<file path="src/rtl/axc_error_sweeper_if.sv">
// Connection bundle between the error sweeper and the exact/approximate circuit pair.
// The slave side belongs to the sweeper; the master side to whatever hosts the circuit pair.
interface axc_error_sweeper_if #(
    parameter int N_IN  = 4,
    parameter int N_OUT = 2
);
    logic                    start;
    logic                    abort;
    logic [N_IN-1:0]         vec;
    logic [N_OUT-1:0]        exact_in;
    logic [N_OUT-1:0]        approx_in;
    logic                    busy;
    logic                    done;
    logic [N_OUT-1:0]        max_err;
    logic [N_OUT+N_IN-1:0]   err_sum;
    logic [N_IN:0]           viol_cnt;
    logic                    pass;

    modport master (
        output start, abort, exact_in, approx_in,
        input  vec, busy, done, max_err, err_sum, viol_cnt, pass
    );

    modport slave (
        input  start, abort, exact_in, approx_in,
        output vec, busy, done, max_err, err_sum, viol_cnt, pass
    );
endinterface

</file>
<file path="src/rtl/axc_error_sweeper.sv">
// Exhaustively sweeps all 2^N_IN input vectors through an exact/approximate circuit pair
// and accumulates max error, error sum and threshold-violation count.
module axc_error_sweeper #(
    parameter int N_IN  = 4,
    parameter int N_OUT = 2,
    parameter int ET    = 2
) (
    input  logic                 clk,
    input  logic                 rst_n,
    axc_error_sweeper_if.slave   bus
);
    localparam int SUM_W = N_OUT + N_IN;
    localparam int CNT_W = N_IN + 1;

    typedef enum logic [1:0] {S_IDLE, S_SWEEP, S_DRAIN, S_DONE} state_t;

    state_t               state_q, state_d;
    logic [N_IN-1:0]      vec_q, vec_d;
    logic [N_OUT-1:0]     diff_p1_q, diff_p1_d;
    logic                 vld_p1_q, vld_p1_d;
    logic [N_OUT-1:0]     max_err_q, max_err_d;
    logic [SUM_W-1:0]     err_sum_q, err_sum_d;
    logic [CNT_W-1:0]     viol_cnt_q, viol_cnt_d;
    logic                 pass_q, pass_d;

    function automatic logic [N_OUT-1:0] abs_diff(input logic [N_OUT-1:0] a,
                                                 input logic [N_OUT-1:0] b);
        return (a >= b) ? (a - b) : (b - a);
    endfunction

    function automatic logic over_threshold(input logic [N_OUT-1:0] d);
        return int'(d) > ET;
    endfunction

    always_comb begin
        state_d    = state_q;
        vec_d      = vec_q;
        diff_p1_d  = diff_p1_q;
        vld_p1_d   = vld_p1_q;
        max_err_d  = max_err_q;
        err_sum_d  = err_sum_q;
        viol_cnt_d = viol_cnt_q;
        pass_d     = pass_q;

        // Stage p1 -> accumulators: fold in the diff registered on the previous edge
        if (vld_p1_q) begin
            if (diff_p1_q > max_err_q) max_err_d = diff_p1_q;
            err_sum_d = err_sum_q + SUM_W'(diff_p1_q);
            if (over_threshold(diff_p1_q)) viol_cnt_d = viol_cnt_q + CNT_W'(1);
        end

        case (state_q)
            S_IDLE: begin
                if (bus.start) begin
                    state_d    = S_SWEEP;
                    vec_d      = '0;
                    vld_p1_d   = 1'b0;
                    max_err_d  = '0;
                    err_sum_d  = '0;
                    viol_cnt_d = '0;
                    pass_d     = 1'b0;
                end
            end
            S_SWEEP: begin
                // Stage p0 -> p1: capture the circuit responses to the current vec
                diff_p1_d = abs_diff(bus.exact_in, bus.approx_in);
                vld_p1_d  = 1'b1;
                if (vec_q == {N_IN{1'b1}}) state_d = S_DRAIN;
                else                       vec_d   = vec_q + N_IN'(1);
            end
            S_DRAIN: begin
                vld_p1_d = 1'b0;
                state_d  = S_DONE;
                // Pass is taken from the final count so it is valid alongside done
                pass_d   = (viol_cnt_d == '0);
            end
            S_DONE: state_d = S_IDLE;
            default: state_d = S_IDLE;
        endcase

        if (bus.abort && (state_q == S_SWEEP || state_q == S_DRAIN)) begin
            state_d    = S_IDLE;
            vec_d      = '0;
            vld_p1_d   = 1'b0;
            max_err_d  = '0;
            err_sum_d  = '0;
            viol_cnt_d = '0;
            pass_d     = 1'b0;
        end
    end

    always_ff @(posedge clk or negedge rst_n) begin
        if (!rst_n) begin
            state_q    <= S_IDLE;
            vec_q      <= '0;
            diff_p1_q  <= '0;
            vld_p1_q   <= 1'b0;
            max_err_q  <= '0;
            err_sum_q  <= '0;
            viol_cnt_q <= '0;
            pass_q     <= 1'b0;
        end else begin
            state_q    <= state_d;
            vec_q      <= vec_d;
            diff_p1_q  <= diff_p1_d;
            vld_p1_q   <= vld_p1_d;
            max_err_q  <= max_err_d;
            err_sum_q  <= err_sum_d;
            viol_cnt_q <= viol_cnt_d;
            pass_q     <= pass_d;
        end
    end

    assign bus.vec      = vec_q;
    assign bus.busy     = (state_q == S_SWEEP) || (state_q == S_DRAIN);
    assign bus.done     = (state_q == S_DONE);
    assign bus.max_err  = max_err_q;
    assign bus.err_sum  = err_sum_q;
    assign bus.viol_cnt = viol_cnt_q;
    assign bus.pass     = pass_q;
endmodule

</file>
<file path="src/flat_wrapper.sv">
// flat-port wrapper written by rule: the top's interface ports become plain ports
module axc_error_sweeper_flat 
#(
    parameter int N_IN  = 4,
    parameter int N_OUT = 2,
    parameter int ET    = 2
)
  (clk, rst_n, bus_start, bus_abort, bus_exact_in, bus_approx_in, bus_vec, bus_busy, bus_done, bus_max_err, bus_err_sum, bus_viol_cnt, bus_pass);
  axc_error_sweeper_if #(.N_IN(N_IN), .N_OUT(N_OUT)) bus_i ();
  input  logic clk;
  input  logic rst_n;
  input wire logic [$bits(bus_i.start)-1:0] bus_start;
  input wire logic [$bits(bus_i.abort)-1:0] bus_abort;
  input wire logic [$bits(bus_i.exact_in)-1:0] bus_exact_in;
  input wire logic [$bits(bus_i.approx_in)-1:0] bus_approx_in;
  output wire logic [$bits(bus_i.vec)-1:0] bus_vec;
  output wire logic [$bits(bus_i.busy)-1:0] bus_busy;
  output wire logic [$bits(bus_i.done)-1:0] bus_done;
  output wire logic [$bits(bus_i.max_err)-1:0] bus_max_err;
  output wire logic [$bits(bus_i.err_sum)-1:0] bus_err_sum;
  output wire logic [$bits(bus_i.viol_cnt)-1:0] bus_viol_cnt;
  output wire logic [$bits(bus_i.pass)-1:0] bus_pass;
  assign bus_i.start = bus_start;
  assign bus_i.abort = bus_abort;
  assign bus_i.exact_in = bus_exact_in;
  assign bus_i.approx_in = bus_approx_in;
  assign bus_vec = bus_i.vec;
  assign bus_busy = bus_i.busy;
  assign bus_done = bus_i.done;
  assign bus_max_err = bus_i.max_err;
  assign bus_err_sum = bus_i.err_sum;
  assign bus_viol_cnt = bus_i.viol_cnt;
  assign bus_pass = bus_i.pass;
  axc_error_sweeper #(.N_IN(N_IN), .N_OUT(N_OUT), .ET(ET)) u_core (.clk(clk), .rst_n(rst_n), .bus(bus_i));
endmodule
</file>
<file path="config.mk">
export PLATFORM = sky130hd
export DESIGN_NAME = axc_error_sweeper_flat
export DESIGN_NICKNAME = d
export VERILOG_FILES = /design/src/rtl/axc_error_sweeper_if.sv /design/src/rtl/axc_error_sweeper.sv /design/src/flat_wrapper.sv
export SDC_FILE = /design/constraint.sdc
export NUM_CORES = 1
export LEC_CHECK = 0
export CAP_MARGIN = 20
export CORE_ASPECT_RATIO = 1.1
export CORE_MARGIN = 2
export CORE_UTILIZATION = 43
export DETAILED_ROUTE_END_ITERATION = 16
export PLACE_DENSITY_LB_ADDON = 0.25
export SETUP_SLACK_MARGIN = 0.05
export SYNTH_ARGS = -nofsm -noshare
export SYNTH_HDL_FRONTEND = slang
export SYNTH_SLANG_ARGS = --single-unit
</file>
<file path="constraint.sdc">
create_clock -name clk -period 2.6 [get_ports clk]
set_clock_uncertainty 0.2 [all_clocks]
set_input_delay 0.65 -clock clk [delete_from_list [all_inputs] [get_ports clk]]
set_output_delay 0.65 -clock clk [all_outputs]
set_load 0.1 [all_outputs]
</file>
# Word-level counts from Yosys, hierarchy flattened

Index checks and enable logic that the tools add are counted.

$lt $le $gt $ge: 3
Equality and inequality tests: 7
Muxes and demuxes: 28
Add/sub/neg operators: 5
Reduce and logical (&&, ||, !) cells: 11

Operator list:

| cell                | number |
|---|---|
| $mux 5              | 5 |
| $mux 6              | 4 |
| $mux 2              | 9 |
| $mux 4              | 3 |
| $pmux 2 s4          | 1 |
| $pmux 4 s2          | 1 |
| $add 6x2->6         | 1 |
| $ne 3x2->1 const B  | 2 |
| $reduce_and 2->1    | 3 |
| $reduce_bool 3->1   | 2 |
| $add 5x1->5 const B | 1 |
| $logic_not 5->1     | 1 |
| $add 4x1->4 const B | 1 |
| $eq 2x2->1 const B  | 2 |
| $eq 4x4->1 const B  | 1 |
| $reduce_bool 4->1   | 1 |
| $sub 2x2->2         | 2 |
| $mux 1              | 3 |
| $ne 3x3->1 const B  | 1 |
| $pmux 1 s3          | 1 |
| $reduce_and 3->1    | 1 |
| $eq 2x1->1 const B  | 1 |
| $ge 2x2->1          | 1 |
| $gt 2x2->1          | 1 |
| other kinds (5)     | 5 |

Word-level logic and storage cells: 62
Bits in registers: 23
Input port bits: 8
Output and inout port bits: 20

# Longest topological paths before layout

Word-level depth: 6
Gate-level depth with buffers: 8
Mapped depth without buffers: 8

# Least setup slack after synthesis

Ideal clock, no wire load.

Kind: flip-flop to flip-flop
From: register u_core.state_q[1]
To: register u_core.vec_q[3], in the netlist u_core.bus.vec[3]
Data arrival time: 2245 ps
Clock period less this slack: 2516 ps
Required time: 2329 ps
Cell stages (with the launch flop): 7
Setup time: 71 ps
Slack: 84 ps
Cells stage by stage: dfrtp_1 -> inv_1 -> ha_1 -> nand2_2 -> o2bb2ai_2 -> or4_1 -> nand3_1

Word-level cells in the longest chain between the ends: 5
Elaborated cells between the ends (all ways): 11
Classes of those cells: 4 x eq/ne; 2 x mux; 5 x reduce/logical

Ends and longest elaborated chain:

| item                                                | line                     | source |
|---|---|---|
| from (decl)                                         | axc_error_sweeper.sv:17  | `state_t state_q, state_d;` |
| from (signal assigned)                              | axc_error_sweeper.sv:103 | `state_q <= state_d;` |
| $eq 2x1->1 / $eq 2x2->1 (equally long branches)     | n/a                      |  |
| $logic_or 1x1->1 (*)                                | n/a                      |  |
| net bus_busy                                        | flat_wrapper.sv:17       | `output wire logic [$bits(bus_i.busy)-1:0] bus_busy;` |
| $logic_and 1x1->1 (*)                               | axc_error_sweeper.sv:81  | `if (bus.abort && (state_q == S_SWEEP \|\| state_q == S_DRAIN)) begin` |
| $ne 3x3->1 (no source line) (tied with other cells) | n/a                      |  |
| $reduce_and 3->1 (no source line)                   | n/a                      |  |
| to (signal assigned)                                | axc_error_sweeper.sv:104 | `vec_q <= vec_d;` |
| to (decl)                                           | axc_error_sweeper.sv:18  | `logic [N_IN-1:0] vec_q, vec_d;` |

The timed path passes the listed nets; every way through them passes the cells marked *.
A chain may end at the register's enable or synchronous reset.

# Worst setup path after layout

From: register u_core.state_q[1]
To: output bus_busy

Word-level cells in the longest chain between the ends: 2
Elaborated cells between the ends (all ways): 3
Classes of those cells: 2 x eq/ne; 1 x reduce/logical

Ends and longest elaborated chain:

| item                                            | line                     | source |
|---|---|---|
| $eq 2x1->1 / $eq 2x2->1 (equally long branches) | axc_error_sweeper.sv:115 | `assign bus.busy = (state_q == S_SWEEP) \|\| (state_q == S_DRAIN);` |
| $logic_or 1x1->1 (*)                            | axc_error_sweeper.sv:115 |  |
| to (decl)                                       | flat_wrapper.sv:17       |  |

Mark *: on every way between the ends. The rest lies on a longest branch, timed or not.

==> run summary <==
Worst-margin pin slew -> 0.477 ns
Clk sinks -> 23
Post-CTS Hold Fix Bufs -> 0
Initial Util -> 45.5%
#FFs+latches synth -> 23
Syn avg cell area -> 9.79 um2
Overall Power -> 2.03 mW
DRT Wirelength -> 2.69 mm
PortBufs -> 27
Crit share post-route -> 88.4%
Share of the synthesized area in the top cell type -> 41.1%
Yosys synthesis warning count -> 0
Setup crit start kind -> register
Post-CTS Setup Repair Bufs -> 0
Chip height -> 63.8 um
Final Core Density -> 55.5%
DIE AREA -> 3730 um2
Multi-input logic area -> 763 um2
Vias in the first global route -> 1159
Rows -> 21
Clock network latency to the later pin of the worst-skew pair -> 0.31 ns
Max Slew Vio Count -> 0
Hold slack -> 0.356 ns
Routed len/inst -> 13.1 um
CTS Buf Count -> 3
Crit-path leading delay family -> flip-flops
Largest net degree at the start of global routing -> 24
Max Root-Sink Buffers -> 2
Fraction of layout instances using a drive strength above 1 -> 16.3%
Peak supply drop -> 0.00102 V
Power Density -> 1190 nW/um2
Vias/cell -> 5.45
Buffers & Inverters on Critical Path -> 2
DR pass1 iterations -> 4
GRT Residual Overflow -> 0
Critical-path top delay cell -> dfrtp_1
CP arrival -> 1.45 ns
Max Freq -> 0.435 GHz
WS Path Type -> register to output port
# Max-Cap Violations -> 0
Vias -> 1123
CTS tree -> done
Post-route setup TNS -> 0 ns
Clock tree root driver cell -> clkbuf_4
Most frequent cells in the layout -> dfrtp_1, buf_4, nor2_1
Register area share after synthesis -> 41.1%
Fillers -> 287
Clock Pin Slew Worst Setup and Hold Paths -> 0.13 ns
RSZ-0062 raised after global routing -> no
Final number of setup-violating endpoints -> 0
Cell Area, Synth -> 1400 um2
Syn Inst Count -> 143
Pleak -> 0.866 nW
Critical Path Sink Type -> output port
CTS resizes -> 0
Synth area leaders -> dfrtp_1, ha_1, mux2i_1, nor2_1, xor2_1
GRT Total Usage -> 16.4%
Post-detail-place hpwl -> 2.13 mm
Gpl congestion -> 0.804
Class of the worst hold path -> register to register
Initial antenna violation count -> 0
Core ar. -> 3070 um2
Crit Path Max Fanout -> 5
CP peak stage delay -> 0.43 ns
Synth area leader -> dfrtp_1
Nets -> 197
Outcome -> completed
Die W -> 58.4 um
First-pass GRT wire length -> 4.80 mm
CTS H-tree depth -> 1
Post-DRT Antenna Nets -> 0
Fin. Hold Viols -> 0
Critical Path RT -> 1.75 ns
# DRC -> 0
# diodes -> 0
Layout overhead on the synthesized area -> 21.9%
IO Count -> 28
R2R Setup Slk -> 0.55 ns
Mapped Nets -> 167
Count of cell types in the netlist -> 36
Starting DRT DRC Count -> 15
Commonest non-fill, non-tap cell in the layout -> dfrtp_1
Reg area -> 576 um2
Slew margin rel. -> 68.1%
Crit path time final -> 2.30 ns
Crit path cell chain -> inv_1 -> ha_1 -> buf_12
worst paths after layout:
kind / from / to / depth (start not counted)
setup / recovery: u_core.state_q[1] / bus_busy / 3
hold / removal: u_core.bus.err_sum[5] / u_core.bus.err_sum[5] / 2
setup reg to reg: u_core.state_q[1] / u_core.bus.vec[3] / 6
hold reg to reg: u_core.bus.err_sum[5] / u_core.bus.err_sum[5] / 2
max in group asynchronous: rst_n / u_core.diff_p1_q[1] / 2
min in group asynchronous: rst_n / u_core.bus.err_sum[1] / 2
synth_stat cells:
master     number
nor2b_1         2
or3_1           1
o21ai_1         1
or4_1           1
a22o_1          2
a21bo_1         1
o2bb2ai_2       1
nand2_2         1
nor3_1          3
nand3_1         5
and3_1          1
a31oi_1         1
xor2_1          6
a31o_1          1
nor2_1         17
o32ai_1         1
o221ai_1        1
o2bb2ai_1       1
a211oi_1        1
buf_4           1
mux2i_1         8
fa_1            2
inv_1          12
ha_1           14
mux2_2          1
xnor2_1         1
buf_2           1
dfrtp_1        23
a21oi_1         4
clkbuf_1        1
o31ai_1         1
nand2b_1        3
nand4_1         4
nand2_1        12
or4b_1          1
o21ai_0         6
stage by stage:
step | setup slack [ns] | area (um2) | cells
after floorplan | 0.0841 | 1400 | 143
after global placement | 0.142 | 1680 | 202
after detailed placement | 0.0245 | 1680 | 202
after CTS | 0.283 | 1710 | 206
after global routing | 0.221 | 1710 | 206
final | 0.302 | 1710 | 206
where the power goes:
part / internal, mW / total (mW) / switching [mW]
Sequential: 0.449 / 0.581 / 0.133
Clock: 0.0575 / 0.165 / 0.108
Combinational: 0.396 / 1.29 / 0.889
area by class of cell:
cell class,count,share of cell area (%)
inverter,12,2.64
multi-input combinational,105,44.7
timing repair buffer,28,14.8
tap,34,2.49
sequential,23,33.7
clock inverter,1,0.293
clock buffer,3,1.32
cell families (layout without fill, tap and decap cells):
kind of cell               after synthesis  count (layout)  synth area share, %
and+or+nand+nor                         51              51                 17.2
adders and majority gates               16              16                 15.4
AOI/OAI and AO/OA                       22              22                 11.0
xor gates and xnor gates                 7               7                 4.38
muxes                                    9               9                 6.52
DFF                                     23              23                 41.1
buffers and inverters                   15              44                 4.38
state kept, by name, indices dropped and copies added, names as in the netlist:
signal,flops
u_core.bus.err_sum,6
u_core.bus.max_err,2
u_core.bus.pass,1
u_core.bus.vec,4
u_core.bus.viol_cnt,5
u_core.diff_p1_q,2
u_core.state_q,2
u_core.vld_p1_q,1
tightest hold or removal path: cells and delay by family, from the launching register on:
| family | cells | cell delay [ns] |
|---|---|---|
| xor+xnor | 1 | 0.12 |
| simple gates | 1 | 0.04 |
| flops | 1 | 0.38 |
routing by layer:
layer  part of all wire [%]  vias up  track usage, %
met2                     50       25            27.5
met5                      0        -               0
met3                    3.9        6            2.43
li1                       -      548               -
met1                     43      544            20.2
met4                    2.3        0            8.14
Power figures use the tool's default switching activity.
